==> src/rtl/vcgc_color_table.sv <==
// Per-vertex color register file: one write port, two combinational read
// ports. Out-of-range writes are dropped and out-of-range reads return 0.
module vcgc_color_table #(
    parameter int NUM_V   = 30,
    parameter int COLOR_W = 2,
    parameter int IDX_W   = $clog2(NUM_V)
)(
    input  logic               clk,
    input  logic               rst,
    input  logic               we,
    input  logic [IDX_W-1:0]   wr_idx,
    input  logic [COLOR_W-1:0] wr_data,
    input  logic [IDX_W-1:0]   rd_idx_a,
    output logic [COLOR_W-1:0] rd_data_a,
    input  logic [IDX_W-1:0]   rd_idx_b,
    output logic [COLOR_W-1:0] rd_data_b
);

    logic [COLOR_W-1:0] mem [NUM_V];

    always_ff @(posedge clk) begin
        if (rst) begin
            for (int i = 0; i < NUM_V; i++) begin
                mem[i] <= '0;
            end
        end else if (we && (int'(wr_idx) < NUM_V)) begin
            mem[wr_idx] <= wr_data;
        end
    end

    assign rd_data_a = (int'(rd_idx_a) < NUM_V) ? mem[rd_idx_a] : '0;
    assign rd_data_b = (int'(rd_idx_b) < NUM_V) ? mem[rd_idx_b] : '0;

endmodule

==> config.mk <==
export PLATFORM = sky130hd
export DESIGN_NAME = vcgc_color_table
export DESIGN_NICKNAME = d
export VERILOG_FILES = /design/src/rtl/vcgc_color_table.sv
export SDC_FILE = /design/constraint.sdc
export NUM_CORES = 1
export LEC_CHECK = 0
export CAP_MARGIN = 20
export CORE_MARGIN = 5
export CORE_UTILIZATION = 51
export DETAILED_ROUTE_END_ITERATION = 10
export GPL_TIMING_DRIVEN = 0
export PLACE_DENSITY = 0.7
export SLEW_MARGIN = 5
export SYNTH_ARGS = -nofsm -noshare
export SYNTH_HDL_FRONTEND = slang
export SYNTH_SLANG_ARGS = --single-unit
==> constraint.sdc <==
create_clock -name clk -period 3.15 [get_ports clk]
set_input_delay 0.7875 -clock clk [delete_from_list [all_inputs] [get_ports clk]]
set_output_delay 0.7875 -clock clk [all_outputs]
set_load 0.02 [all_outputs]
; ---- Word-level counts from Yosys, hierarchy flattened
; Memory sizes are Yosys's and may differ from the RTL's.
; Cells that the tools add are included.
[word_totals]
mem_count = 1
in_bits = 20
word_cells = 16
mem_bits_rw = 60
ff_bits = 0
out_inout_bits = 4
[mem_list]
columns = memory, words, width, read_ports, rd_ports_with_merged_regs, wr, line
row1 = mem, 30, 2, 2, 0, 30, 19  ; logic [COLOR_W-1:0] mem [NUM_V];
[classes]
reduce_logical = 2
magnitude_cmp = 3
n_mux = 10
[ops]
columns = op, n
row1 = 5-bit less-than comparator (second input constant), 3
row2 = 1-bit 2-to-1 mux, 6
row3 = 2-bit 2-to-1 mux, 3
row4 = 5-bit 2-to-1 mux, 1
row5 = 2-bit OR reduction, 1
row6 = 1-bit logical AND, 1

; ---- Depth between registers and ports, before layout
; Gate-level depths: netlist of run 1.
[depth]
depth_word = 7
ltp_mapped = 6

; ---- Least setup slack after synthesis of run 1
; No wires, ideal clock.
[synth_timing]
kind = input-to-output
from = input port rd_idx_b[1]
to = output port rd_data_b[1]
cell_stages = 5
path_slack_ps = -190
n_path_buf = 1
arrival_ps = 2553
cell_sequence = buf_6 mux4_1 mux2_2 a21oi_1 a2111oi_0
[synth_via]
elab_chain_cells = 2
elab_cells_between_ends = 3
cone_classes = 1 x order compare / 1 x mux / 1 x memory
[synth_lines]
columns = item, line
row1 = "start, declared", 15  ; input logic [IDX_W-1:0] rd_idx_b,
row2 = memory read 30 x 2 bit / 5-bit less-than comparator (equally long branches), --
row3 = 2-bit 2-to-1 mux *, 32  ; assign rd_data_b = (int'(rd_idx_b) < NUM_V) ? mem[rd_idx_b] : '0;
row4 = "end, declared", 16  ; output logic [COLOR_W-1:0] rd_data_b
; Mark *: on every way between the ends. The rest lies on a longest branch, timed or not.

; ---- Worst setup path after layout of run 1
[layout_timing]
from = input port rd_idx_b[1]
to = output port rd_data_b[0]
; The elaborated chain is that of the path after synthesis.

==> flow_summary.ini, run 1 <==
[placement]
post-dp-hpwl_um = 7375
buffer_ports.inserted = 22
dp_slack_ns = -1.152
place.gp.congestion = 0.8789

[yosys]
synth-seq-area-share = 0.4987
synth-edff-count = 64
synthDominantAreaCellType = sky130_fd_sc_hd__edfxtp_1
post-synth-top-area-fraction = 0.4987
synth_top_cells_by_count = sky130_fd_sc_hd__edfxtp_1 (64), sky130_fd_sc_hd__nor2_1 (35), sky130_fd_sc_hd__and3_1 (33), sky130_fd_sc_hd__a21o_1 (26)
synth.yosys.warnings = 0
synth-async-reset-ratio = 0
synth.most_common_cell = sky130_fd_sc_hd__edfxtp_1
synthesized_instance_count = 293
ys_dominant_reg_cell = sky130_fd_sc_hd__edfxtp_1
synth.mux.area_fraction = 0.2104
synth-adder-area-share = 0
post_synth_and_or_nand_nor_area_fraction = 0.1542
synth_area_per_cell_um2 = 13.15
syn_area_um2 = 3854
compound_cell_area_share_of_the_yosys_netlist = 0.09805
post_synth_main_area_contributors = sky130_fd_sc_hd__edfxtp_1 (50%), sky130_fd_sc_hd__mux4_2 (8.8%), sky130_fd_sc_hd__mux4_1 (7.5%)
yosysUniqueCellTypes = 40
synth_top_family_by_area = multiplexers
ys_seq_elements = 64
synthXorXnorAreaFrac = 0

[global_routing]
grt_pass1_vias = 2726
grt.overflow.total = 0
grt_start_max_net_pins = 13
grt_antenna_before_repair = 0
track_usage = 0.2160
first_pass_grt_wire_length_um = 15570

[clock_tree]
tritoncts_num_sinks = 64
clkSlewWorstSetupHoldPaths_ns = 0.07
cts_tree = yes
cts_buffer_depth = 2
hold_buffers = 0
cts-buffers-inserted = 9
cts_max_level = 3
cts-root-buf = sky130_fd_sc_hd__clkbuf_8

[pwr]
ir_drop_uv = 228.1
power_leakage_nw = 1.882
power-per-cell-area_nw_per_um2 = 464.5
overall_power_mw = 2.110

[final_layout]
top_register = mem
layout.core_utilization = 0.6230
fillCellCount = 606
design.final.nets = 356
reg.largest.list = mem (64)
largest_reg_flops = 64
number_of_diodes = 0
final_layout_size_suffix_gt1_frac = 0.2111
flow.area_growth_from_synthesis_pct = 17.89

[timing]
relSlewSlack = 0.3655
finalHoldViolCount = 0
worst-slew-pin-transition_ns = 0.9497
fmax_ghz = 0.3117
period_share = 1.018
timing.final.max_slew_violations = 0
time_the_worst_path_needs_with_i_o_delays_and_setup_ns = 3.208
timing.final.setup_violations = 1
grt_setup_unrepaired = yes
setup_slack_ns = -0.05792

[floorplan]
placeableCoreArea_um2 = 7292
fp.dieArea_um2 = 9394
placementRows = 31
fp.dieH_um = 96.93
floorplan.initialDensity = 0.5285
design.portCount = 24
die_width_um = 96.93

[hold_path]
min-delay-path-class = in2reg

[worst_setup_path]
setup.worst_path.end_class = output port
crit_required_ns = 2.36
critical_path.startpoint_type = primary input
crit_type = in2out
critPathMaxFanout = 4
arrival_ns = 2.42

[drt]
count_of_antenna_violating_nets_left_after_detailed_routing = 0
wire_per_inst_um = 22.65
routed_wirelength_um = 9967
remaining_design_rule_violation_count = 0
drt-vias-per-instance = 6.416
vias = 2823
drt_iter0_markers = 251
dr.pass1.iters = 5

[outcome]
violated_checks = setup timing
run_status = complete, but fails checks

[flow_run]
cap_violations = 0
-- final cells by class --
type,count,area (um2),area share
Sequential cell,64,1922,0.4230
Buffer,22,175.2,0.03856
Timing Repair Buffer,29,271.5,0.05976
Multi-Input combinational cell,206,1815,0.3996
Tap cell,99,123.9,0.02727
Clock buffer,9,123.9,0.02727
Inverter,4,15.01,0.003305
Clock inverter,7,96.34,0.02121
-- final timing paths --
check	start	cells after the start	slack, ns	to
max	rd_idx_b[1]	7	-0.06	rd_data_b[0]
min	wr_data[0]	1	1.40	mem[30][0]
-- per-layer routing --
metal | GRT usage | up-vias | routed length (um)
met2 | 0.3370 | 157 | 4663
met4 | 0.08315 | 0 | 241
li1 | - | 1243 | -
met1 | 0.2956 | 1399 | 4160
met3 | 0.04748 | 24 | 902
met5 | 0 | - | 0
-- cell families (layout without fill, tap and decap cells) --
family,Yosys count,count (layout)
flip-flops,64,64
AO/OA/AOI/OAI,49,49
AND/OR/NAND/NOR,109,109
multiplexers,44,44
other,1,4
buffers and inverters,26,71
-- layout by cell type, fill, tap and decap left out, types with 4 or more instances in the layout --
master / synthesis / final
sky130_fd_sc_hd__mux4_1: 11 / 11
sky130_fd_sc_hd__clkbuf_1: 15 / 13
sky130_fd_sc_hd__buf_6: 2 / 5
sky130_fd_sc_hd__nand3b_1: 5 / 5
sky130_fd_sc_hd__nand2_1: 9 / 9
sky130_fd_sc_hd__conb_1: 1 / 4
sky130_fd_sc_hd__clkdlybuf4s50_1: 0 / 11
sky130_fd_sc_hd__clkbuf_8: 3 / 14
sky130_fd_sc_hd__and2_1: 5 / 5
sky130_fd_sc_hd__nor2b_1: 5 / 4
sky130_fd_sc_hd__mux4_2: 15 / 15
sky130_fd_sc_hd__edfxtp_1: 64 / 64
sky130_fd_sc_hd__mux2i_1: 15 / 15
sky130_fd_sc_hd__a21o_1: 26 / 26
sky130_fd_sc_hd__and3_1: 33 / 33
sky130_fd_sc_hd__nor2_1: 35 / 35
sky130_fd_sc_hd__buf_4: 0 / 8
sky130_fd_sc_hd__a211o_1: 5 / 5
-- what timing repair did --
action | CTS | global route
pin swaps | 0 | 4
resized for setup | 53 | 9
setup endpoints to repair | 4 | 4
gates cloned | 1 | 0
hold endpoints to repair | 0 | 0
buffers inserted | 6 | 0
-- worst max-delay path, cell delays in order --
cell	delay, ns
sky130_fd_sc_hd__buf_8	0.08
sky130_fd_sc_hd__buf_6	0.10
sky130_fd_sc_hd__mux4_2	0.48
sky130_fd_sc_hd__mux4_2	0.46
sky130_fd_sc_hd__nor2b_1	0.14
sky130_fd_sc_hd__a211o_1	0.24
sky130_fd_sc_hd__buf_6	0.13
-- through the flow --
step	cells	hold slack, ns	cell area, um2	TNS [ns]
after global placement	417	1.742	4210	-4.275
final	440	1.398	4543	-0.05792
after global routing	440	1.389	4543	-0.1347
after detailed placement	417	1.748	4210	-4.295
after CTS	440	1.386	4518	-0.08872
after floorplan	296	0.8864	3866	0
-- power breakdown --
group | switching (mW) | internal [mW] | total (mW) | leakage [nW]
registers | 0.0363 | 0.985 | 1.02 | 0.610
clock network | 0.329 | 0.446 | 0.775 | 0.113
logic | 0.154 | 0.160 | 0.314 | 1.16
total | 0.519 | 1.59 | 2.11 | 1.88
No activity file was read; power rests on OpenSTA's default activity.
==> run 2: changes to the inputs <==
REMOVE_ABC_BUFFERS = 1   (was unset)
clock period = 3.81 ns   (was 3.15 ns; I/O delays follow)
==> run 2 against run 1 <==
  * The flow now finishes without violations
  * Core utilization down 3.0 points
  * Worst hold slack better by 0.25 ns
  * Critical path depth down 1
  * Clock-buffer cell count up 3
==> flow_summary.ini, run 2 (synthesis results as in run 1) <==
[placement]
place.gp.congestion = 0.8462
buffer_ports.inserted = 23
dp_slack_ns = -1.378
post-dp-hpwl_um = 6262
placed_area_um2 = 4155
dpl.cell_count = 399

[timing]
holdWs_ns = 1.643
timing.final.max_slew_violations = 0
fmax_ghz = 0.2670
finalHoldViolCount = 0
period_share = 0.9832
totalNegativeSetupSlack_ns = 0
time_the_worst_path_needs_with_i_o_delays_and_setup_ns = 3.746
setup_slack_ns = 0.06398
worst-slew-pin-transition_ns = 0.9188
timing.final.setup_violations = 0
grt_setup_unrepaired = no
relSlewSlack = 0.3861

[floorplan]
placementRows = 31
placeableCoreArea_um2 = 7292
floorplan.initialDensity = 0.5285
design.portCount = 24
fp.dieArea_um2 = 9394
fp.dieH_um = 96.93
die_width_um = 96.93

[clock_tree]
cts_max_level = 3
cts_tree = yes
cts-resized-gates = 33
post_cts_setup_driven_buffer_insertion_count = 0
hold_buffers = 0
cts-buffers-inserted = 9
clkSlewWorstSetupHoldPaths_ns = 0.06
cts_buffer_depth = 2
tritoncts_num_sinks = 64
cts-root-buf = sky130_fd_sc_hd__clkbuf_8

[worst_setup_path]
setup.worst_path.end_class = output port
crit_required_ns = 2.86
crit_type = in2out
critPathTopFamily = buffers and inverters
number_of_buffers_and_inverters_on_the_critical_path = 2
critical_path.startpoint_type = primary input
cp_common_cell = sky130_fd_sc_hd__dlygate4sd2_1
cpPeakStageDelay_ns = 0.54
worstPathCellList = dlygate4sd2_1 > mux4_2 > a22o_1 > a211o_1 > o211a_1 > dlygate4sd2_1
cpMaxStageDelayCell = sky130_fd_sc_hd__dlygate4sd2_1
critPathMaxFanout = 11
arrival_ns = 2.79

[global_routing]
grt_pass1_vias = 2696
grt_start_max_net_pins = 23
grt.overflow.total = 0
grt_antenna_before_repair = 0
first_pass_grt_wire_length_um = 14200
track_usage = 0.1957

[pwr]
overall_power_mw = 1.618
combinationalPowerShare = 0.147
pwr-share-seq = 0.516
ir_drop_uv = 199.0
clkPwrFrac = 0.337
internal_power_mw = 1.230
power-per-cell-area_nw_per_um2 = 374.2
netSwitchingFraction = 0.2397
power_leakage_nw = 1.765
power_switching_uw = 387.9

[drt]
drt-vias-per-instance = 6.313
routed_wirelength_um = 8798
dr.pass1.iters = 5
count_of_antenna_violating_nets_left_after_detailed_routing = 0
drt_iter0_markers = 154
wire_per_inst_um = 21.20
remaining_design_rule_violation_count = 0
vias = 2620

[outcome]
run_status = finished, final reports clean

[final_layout]
final_layout_size_suffix_gt1_frac = 0.1614
layout_commonest_cell = sky130_fd_sc_hd__edfxtp_1
most_frequent_cells_in_the_layout = sky130_fd_sc_hd__edfxtp_1 (64), sky130_fd_sc_hd__nor2_1 (35), sky130_fd_sc_hd__and3_1 (33), sky130_fd_sc_hd__a21o_1 (26)
layout.core_utilization = 0.5930
number_of_diodes = 0
fillCellCount = 628
final_cell_area_um2 = 4324
largest_reg_flops = 64
stdcell_count = 415
design.final.nets = 331
reg.largest.list = mem (64)
flow.area_growth_from_synthesis_pct = 12.21
top_register = mem

[flow_run]
cap_violations = 0

[hold_path]
min-delay-path-class = in2reg
hold-path-endpoint = mem[26][0]
startpoint_of_the_most_critical_hold_path = wr_idx[0]
timing.hold.worst_path_depth = 3
run 2: worst max path at each step:
stage / start / end / slack (ns) / depth (start not counted)
4_1_cts: rd_idx_b[1] / rd_data_b[0] / 0.009 / 6
5_1_grt: rd_idx_a[1] / rd_data_a[0] / 0.003 / 6
3_3_place_gp: rd_idx_b[1] / rd_data_b[0] / -1.38 / 6
2_1_floorplan: rd_idx_b[1] / rd_data_b[1] / 0.27 / 4
6_report: rd_idx_a[1] / rd_data_a[0] / 0.06 / 6
3_5_place_dp: rd_idx_b[1] / rd_data_b[0] / -1.38 / 6
run 2: metal layers:
layer	track usage	wire [um]
met4	0.08963	166
met3	0.03741	552
met5	0	0
met1	0.2501	3692
met2	0.3227	4387
run 2: cell type report:
class | instances | area, um2 | share of cell area
Tap cell | 99 | 123.9 | 0.02865
Inverter | 4 | 15.01 | 0.003472
Clock buffer | 12 | 135.1 | 0.03125
Timing Repair Buffer | 26 | 285.3 | 0.06597
Clock inverter | 4 | 45.04 | 0.01042
Sequential cell | 64 | 1922 | 0.4444
Multi-Input combinational cell | 206 | 1798 | 0.4158
run 2: power groups by stage:
stage | clock network [mW] | registers, mW | logic (mW)
6_report | 0.545 | 0.835 | 0.238
5_1_grt | 0.581 | 0.840 | 0.255
4_1_cts | 0.555 | 0.835 | 0.238
3_5_place_dp | 0 | 0.850 | 0.244
3_3_place_gp | 0 | 0.849 | 0.233
2_1_floorplan | 0 | 0.839 | 0.136
==> variant: new RTL, flow settings as in run 1 <==
The parameter `NUM_V` goes from 30 to 15.
--- a/src/rtl/vcgc_color_table.sv
+++ b/src/rtl/vcgc_color_table.sv
@@ -1,7 +1,7 @@
 // Per-vertex color register file: one write port, two combinational read
 // ports. Out-of-range writes are dropped and out-of-range reads return 0.
 module vcgc_color_table #(
-    parameter int NUM_V   = 30,
+    parameter int NUM_V   = 15,
     parameter int COLOR_W = 2,
     parameter int IDX_W   = $clog2(NUM_V)
 )(
Interface: changed (resized rd_idx_a, rd_idx_b and wr_idx); port bits go from 24 to 21. The function was not compared with the original's and may differ.
==> variant against run 1 <==
Routed wire length is 59% lower; sequential cell count is 32 lower; sequential share of layout area is 0.31 points lower; area after synthesis is 49% lower; maximum frequency is 4.1% higher; combinational power is 51% lower; first-iteration DRC count is 78% lower; total power is 55% lower; sequential power is 50% lower; highest routed layer unchanged; largest cell class is now multi-input gates; cell area is 50% lower; worst setup slack better by 0.13 ns.
==> variant: results (changes against run 1) <==
* Largest net degree at the start of global routing at 11 (was 13)
* Num CTS Buffers at 5 (was 9)
* Die area at 5240 um^2 (was 9390 um^2)
* Vias in the first global route at 1387 (was 2726)
* Synth top cells by count: edfxtp_1 (32), and2_1 (30), nor2_1 (15), or2_2 (15), mux2i_1 (9) (was edfxtp_1 (64), nor2_1 (35), and3_1 (33), a21o_1 (26))
* Hold EP: mem[15][0] (was mem[30][0])
* Total Wirelength at 4.12 mm (was 9.97 mm)
* Sw frac at 0.235 (was 0.246)
* # clk buffers at 7 (was 9)
* H-tree depth at 2 (was 3)
* First-pass detailed-route iteration total at 4 (was 5)
* Multi-input gate area at 970 um^2 (was 1820 um^2)
* CP arrival at 2.29 ns (was 2.42 ns)
* Layout cells sized above 1 at 0.218 (was 0.211)
* Power after layout at 0.950 mW (was 2.11 mW)
* Syn avg cell area at 12.2 um^2 (was 13.2 um^2)
* Filler Cell Count at 305 (was 606)
* Post-CTS Resized at 17 (was 53)
* Worst Path Max Fanout at 10 (was 4)
* Vias at 1345 (was 2823)
* First-pass GRT wire length at 6.74 mm (was 15.6 mm)
* FF/Latch Area at 961 um^2 (was 1920 um^2)
* Main synth FF type: edfxtp_1 (unchanged)
* Worst hold slack at 1.23 ns (was 1.40 ns)
* Seq_cells at 32 (was 64)
* Final nets at 204 (was 356)
* Status: complete, no violations (was finished with violations)
* DP HPWL at 3.27 mm (was 7.37 mm)
* Top Registers: mem (32) (was mem (64))
* Ranking of synthesized cells by area: edfxtp_1 (48%), and2_1 (9.5%), mux4_2 (6.8%) (was edfxtp_1 (50%), mux4_2 (8.8%), mux4_1 (7.5%))
* Nonclk buf count at 25 (was 51)
* Final clock-cell share at 0.0350 (was 0.0485)
* Multi-In Gates at 122 (was 206)
* Peak supply drop at 269 uV (was 228 uV)
* Sequential power at 0.510 mW (was 1.02 mW)
* Final cell count without fillers at 236 (was 440)
* Setup Fix Bufs, Post-CTS at 0 (was 6)
* Worst path max stage delay at a little under 0.5 ns
* Worst path slowest cell: clkdlybuf4s50_1 (was mux4_2)
* All-Layer GR Usage at 0.173 (was 0.216)
* Buffering overhead at 0.0935 (was 0.0983)
* Number of distinct library cells after synthesis at 35 (was 40)
* Starting DRT DRC Count at 55 (was 251)
* Number of synthesized flops with an enable pin at 32 (was 64)
* Leakage at 0.833 nW (was 1.88 nW)
* Placed Instances at 228 (was 417)
* Layout area overhead at 15.4% (was 17.9%)
[variant: per-layer routing]
layer / vias to the layer above / global-route usage / routed length [um]
li1: 651 / - / -
met1: 663 / 0.207 / 1800
met2: 29 / 0.305 / 2120
met3: 2 / 0.0277 / 176
met4: 0 / 0.0752 / 21
met5: - / 0 / 0
[variant: cell families after synthesis]
family / after synthesis / share of synthesized area
compound gates: 17 / 0.0656
mux: 20 / 0.172
simple gates: 83 / 0.247
buf+inv: 10 / 0.0284
other cells: 1 / 0.00189
flops: 32 / 0.485
[variant: worst max path at each step]
stage | startpoint | to | slack (ns) | depth (start not counted)
finish | rd_idx_a[1] | rd_data_a[1] | 0.07 | 7
floorplan | rd_idx_b[0] | rd_data_b[0] | 0.55 | 4
global placement | rd_idx_b[1] | rd_data_b[1] | -0.44 | 7
CTS | rd_idx_a[1] | rd_data_a[0] | 0.001 | 7
detailed placement | rd_idx_b[1] | rd_data_b[1] | -0.52 | 7
global route | rd_idx_a[1] | rd_data_a[1] | 0.02 | 7
